## config.mk

```make
export PLATFORM = sky130hd
export DESIGN_NAME = neuron_mac_sequencer
export DESIGN_NICKNAME = d
export VERILOG_FILES = /design/src/rtl/neuron_mac_sequencer.sv
export SDC_FILE = /design/constraint.sdc
export NUM_CORES = 1
export LEC_CHECK = 0
export CORE_ASPECT_RATIO = 1.25
export CORE_MARGIN = 2
export CORE_UTILIZATION = 56
export CTS_CLUSTER_SIZE = 28
export DETAILED_ROUTE_END_ITERATION = 12
export PLACE_DENSITY = 0.86
export SYNTH_ARGS = -nofsm -noshare
export SYNTH_HDL_FRONTEND = slang
export SYNTH_SLANG_ARGS = --single-unit
export TNS_END_PERCENT = 10
```

## constraint.sdc

```tcl
create_clock -name clk -period 4.05 [get_ports clk]
set_input_delay 1.215 -clock clk [delete_from_list [all_inputs] [get_ports clk]]
set_output_delay 1.215 -clock clk [all_outputs]
set_load 0.02 [all_outputs]
```

## src/rtl/neuron_mac_sequencer.sv

```systemverilog
// Shared-MAC sequencer for one neuron: issues operand indices, accumulates delayed products, adds bias, applies ReLU.
// Optional build macro NEURON_SEQ_SAT_EN: saturate the post-ReLU result to 32'h7FFF_FFFF instead of wrapping.
module neuron_mac_sequencer #(
    parameter int MAX_LEN   = 824,
    parameter int IDX_W     = 16,
    parameter int MULT_LAT  = 1,
    parameter int FRAC_BITS = 8,
    parameter int ACC_W     = 40
) (
    input  logic             clk,
    input  logic             rstn,
    input  logic             start,
    input  logic [IDX_W-1:0] len,
    input  logic [15:0]      bias,
    output logic [IDX_W-1:0] idx,
    input  logic [31:0]      prod,
    output logic             busy,
    output logic [31:0]      out_data,
    output logic             out_valid,
    input  logic             out_ready
);

    typedef enum logic [2:0] {
        IDLE  = 3'd0,
        ISSUE = 3'd1,
        DRAIN = 3'd2,
        BIAS  = 3'd3,
        OUT   = 3'd4
    } state_t;

    localparam logic [IDX_W-1:0] MAX_LEN_W = IDX_W'(MAX_LEN);
    localparam logic signed [ACC_W-1:0] POS_MAX = {{(ACC_W-31){1'b0}}, {31{1'b1}}};

    state_t state, state_nxt;

    logic        [IDX_W-1:0]  last_idx;
    logic signed [15:0]       bias_q;
    logic signed [ACC_W-1:0]  acc;
    logic        [MULT_LAT-1:0] vld_p;
    logic        [MULT_LAT-1:0] vld_nxt;
    logic                     vld_tail;
    logic        [IDX_W-1:0]  len_clamp;
    logic signed [ACC_W-1:0]  prod_ext;
    logic signed [ACC_W-1:0]  bias_ext;
    logic signed [ACC_W-1:0]  biased_sum;

    function automatic logic [31:0] relu_sat(input logic signed [ACC_W-1:0] s);
        logic signed [ACC_W-1:0] r;
        r = (s < 0) ? '0 : s;
`ifdef NEURON_SEQ_SAT_EN
        if (r > POS_MAX) begin
            r = POS_MAX;
        end
`endif
        return r[31:0];
    endfunction

    assign len_clamp  = (len > MAX_LEN_W) ? MAX_LEN_W : len;
    assign prod_ext   = {{(ACC_W-32){prod[31]}}, prod};
    assign bias_ext   = {{(ACC_W-16){bias_q[15]}}, bias_q} <<< FRAC_BITS;
    assign biased_sum = acc + bias_ext;

    // The valid pipe tracks in-flight multiplies; its tail lines up with the matching prod.
    assign vld_nxt  = (vld_p << 1) | MULT_LAT'(state == ISSUE);
    assign vld_tail = vld_p[MULT_LAT-1];

    always_ff @(posedge clk or negedge rstn) begin
        if (!rstn) begin
            state <= IDLE;
        end else begin
            state <= state_nxt;
        end
    end

    always_comb begin
        state_nxt = state;
        busy      = (state != IDLE);
        out_valid = (state == OUT);
        case (state)
            IDLE: begin
                if (start) begin
                    state_nxt = (len == '0) ? BIAS : ISSUE;
                end
            end
            ISSUE: begin
                if (idx == last_idx) begin
                    state_nxt = DRAIN;
                end
            end
            DRAIN: begin
                if (vld_nxt == '0) begin
                    state_nxt = BIAS;
                end
            end
            BIAS: begin
                state_nxt = OUT;
            end
            OUT: begin
                if (out_ready) begin
                    state_nxt = IDLE;
                end
            end
            default: begin
                state_nxt = IDLE;
            end
        endcase
    end

    always_ff @(posedge clk or negedge rstn) begin
        if (!rstn) begin
            idx      <= '0;
            last_idx <= '0;
            bias_q   <= '0;
            acc      <= '0;
            vld_p    <= '0;
            out_data <= '0;
        end else begin
            vld_p <= vld_nxt;
            case (state)
                IDLE: begin
                    if (start) begin
                        acc    <= '0;
                        idx    <= '0;
                        bias_q <= bias;
                        if (len != '0) begin
                            last_idx <= len_clamp - 1'b1;
                        end
                    end
                end
                ISSUE: begin
                    if (idx != last_idx) begin
                        idx <= idx + 1'b1;
                    end
                    if (vld_tail) begin
                        acc <= acc + prod_ext;
                    end
                end
                DRAIN: begin
                    if (vld_tail) begin
                        acc <= acc + prod_ext;
                    end
                end
                BIAS: begin
                    out_data <= relu_sat(biased_sum);
                end
                default: begin
                end
            endcase
        end
    end

endmodule
```

==> results.sh <==
export IMPL_status="complete, no violations"
export IMPL_grt_pass1_vias=8108
export IMPL_cp_required_ns=4.36
export IMPL_drtPass1Iterations=7
export IMPL_antenna_left=0
export IMPL_clk_pin_slew_ns=0.06
export IMPL_dp_final_hpwl_mm=16.7
export IMPL_clock_skew_ns=0.0111
export IMPL_stdcell_count=1297
export IMPL_antenna_found_initial=0
export IMPL_crit_top_cell="a2111oi_4"
export IMPL_dp_cells=1263
export IMPL_start_util=0.572
export IMPL_path_cells="clkdlybuf4s50_1 -> ha_1 -> fa_2 -> a21oi_2 -> o21ai_1 -> a2111oi_4 -> a211oi_2 -> o31ai_4 -> buf_4 -> a2111oi_4 -> or3_1 -> a32o_1"
export IMPL_pin_count=118
export IMPL_synth_warnings=0
export IMPL_grt_usage=0.298
export IMPL_layout_nets=1244
export IMPL_cts_tree="done"
export IMPL_maxSlewHeadroom=0.354
export IMPL_ys_flop_type="dfrtp_1"
export IMPL_crit_path_start_kind="primary input"
export IMPL_crit_family="compound AO/OA/AOI/OAI gates"
export IMPL_dp_slack_ns=-0.431
export IMPL_rsz0062_at_grt="no"
export IMPL_ys_seq_area_frac=0.363
export IMPL_hold_path_class="flop to flop"
export IMPL_syn_area_sq_mm=0.00855
export IMPL_period_share=0.975
export IMPL_min_period_ns=3.95
export IMPL_synth_cell_types=65
export IMPL_vias=8018
export IMPL_place_gp_congestion=0.949
export IMPL_fmax_mhz=253
export IMPL_portBuffers=117
export IMPL_grt_max_degree=55
export IMPL_ys_ff_latch=124
export IMPL_worstPathMaxFanout=6
export IMPL_cts_made_buffers=17
export IMPL_wirelength_mm=23.5
export IMPL_syn2layout_area_growth_pct=26.9
export IMPL_clockBufferDepth=2
export IMPL_finalMaxSlewViolations=0
export IMPL_die_h_um=142
export IMPL_synthArstFlopShare=1.00
export IMPL_arrival_ns=4.26
export IMPL_coreArea_sq_mm=0.0150
export IMPL_layout_commonest_cell="nand2_1"
export IMPL_drive_above_1_share=0.0942
export IMPL_syn_nets=1092
export IMPL_synth_edf_count=0
export IMPL_p_leak_nw=5.18
export IMPL_finalSetupViolCount=0
export IMPL_drv_cap=0
export IMPL_cts_sinks=124
export IMPL_vdd_drop_max_mv=0.434
export IMPL_diodes=0
export IMPL_final_hold_viol_count=0
export IMPL_globalRoute_totalOverflow=0
export IMPL_tns_ns=0
export IMPL_drt_iter0_drc=563
export IMPL_avgSynthCellArea_sq_um=9.00
export IMPL_slowest_delay_ns=0.40
export IMPL_ctsRootBufferMaster="clkbuf_16"
export IMPL_holdWs_ns=0.484
export IMPL_setup_ws_ns=0.101
export IMPL_die_w_um=114
export IMPL_die_area_sq_mm=0.0163
export IMPL_netlist_instances=950
export IMPL_crit_type="primary input to flop"
export IMPL_slowest_stage="clkdlybuf4s50_1"
export IMPL_p_per_area_mw_per_mm2=730
export IMPL_remaining_drc_errors=0
export IMPL_rows=50
export IMPL_cts_htree_levels=4
export IMPL_via_per_inst=6.18
export IMPL_grt_pass1_wl_mm=38.4
export IMPL_final_cell_mix="144 x nand2_1, 124 x dfrtp_1, 116 x clkdlybuf4s50_1, 72 x ha_1, 63 x o21ai_0"
export IMPL_worst_pin_slew_ns=0.968
export IMPL_wl_per_cell_um=18.2
export IMPL_end_kind="flop"
export IMPL_total_power_mw=7.92
export IMPL_clk_latency_ns=0.43
export IMPL_path_buf_inv=2
## flip-flops by register name, summed over array words and instances, names as in the netlist
name	cells
idx	16
state	3
last_idx	16
vld_p	1
out_data	32
bias_q	16
acc	40
## logic make-up after synthesis
kind of cell,count (synthesis),synth area share
buf+inv,54,0.0242
mux,5,0.00615
xor+xnor,78,0.0799
flops,124,0.363
compound gates,303,0.247
fa+ha+maj,74,0.110
simple gates,312,0.169
## per-layer routing
layer	GRT usage	vias up	wire (um)
li1	-	3802	-
met1	0.334	3807	9210
met2	0.527	315	11900
met3	0.0673	94	1360
met4	0.148	0	1110
met5	0	-	0
## worst reg2reg max path: cells and delay by family, from the launching register on
| kind | cells | cell delay [ns] |
|---|---|---|
| compound gates | 7 | 2.30 |
| mux | 1 | 0.67 |
| flops | 1 | 0.44 |
| fa+ha+maj | 1 | 0.33 |
## cell usage after synthesis (7+ instances only)
| library cell | instances | area (sq um) |
|---|---|---|
| nand2_1 | 144 | 541 |
| dfrtp_1 | 124 | 3100 |
| ha_1 | 72 | 901 |
| o21ai_0 | 64 | 320 |
| a21oi_1 | 60 | 300 |
| nor2_1 | 57 | 214 |
| xor2_1 | 44 | 385 |
| a21o_1 | 39 | 293 |
| a22o_1 | 34 | 298 |
| xnor2_1 | 34 | 298 |
| clkbuf_1 | 31 | 116 |
| inv_1 | 19 | 71.3 |
| or3_1 | 18 | 113 |
| nand3_1 | 16 | 80.1 |
| o21a_1 | 16 | 120 |
| nand4_1 | 15 | 93.8 |
| a211oi_1 | 11 | 82.6 |
| a31oi_1 | 11 | 68.8 |
| nor3_1 | 11 | 55.1 |
| nor4_1 | 8 | 50.1 |
| o31ai_1 | 8 | 60.1 |
| nor2b_1 | 7 | 43.8 |
## path summary, 6_finish.rpt
check | cells past startpoint | from | slack [ns] | end
max | 12 | prod[0] | 0.10 | acc[36]
min | 2 | bias_q[10] | 0.48 | bias_q[10]
max reg2reg | 9 | acc[9] | 0.20 | out_data[24]
min reg2reg | 2 | bias_q[10] | 0.48 | bias_q[10]
max in group asynchronous | 2 | rstn | 2.25 | idx[8]
min in group asynchronous | 1 | rstn | 0.84 | bias_q[3]
## power breakdown
group	switching (mW)	total [mW]	internal (mW)
sequential	0.353	1.98	1.63
combinational	2.41	4.29	1.88
clock	0.649	1.64	0.992
## final cells by class
cell class	instances	area, sq um
multi-input combinational	772	5260
inverter	19	71.3
sequential	124	3100
clock inverter	15	201
tap	182	228
clock buffer	17	425
fill	1089	4110
timing repair buffer	168	1550
## stage by stage
step	util	cell area, sq um
2_1_floorplan	-	8550
3_3_place_gp	0.681	10200
3_5_place_dp	0.681	10200
4_1_cts	0.723	10800
5_1_grt	0.725	10800
6_report	0.725	10800
## timing repair
action / CTS / global route
hold buffers: 0 / 0
pin swaps: 1 / 4
buffers inserted: 0 / 2
gates resized for setup: 1 / 4
endpoints found under the setup margin: 2 / 3
Power figures use the tool's default switching activity.
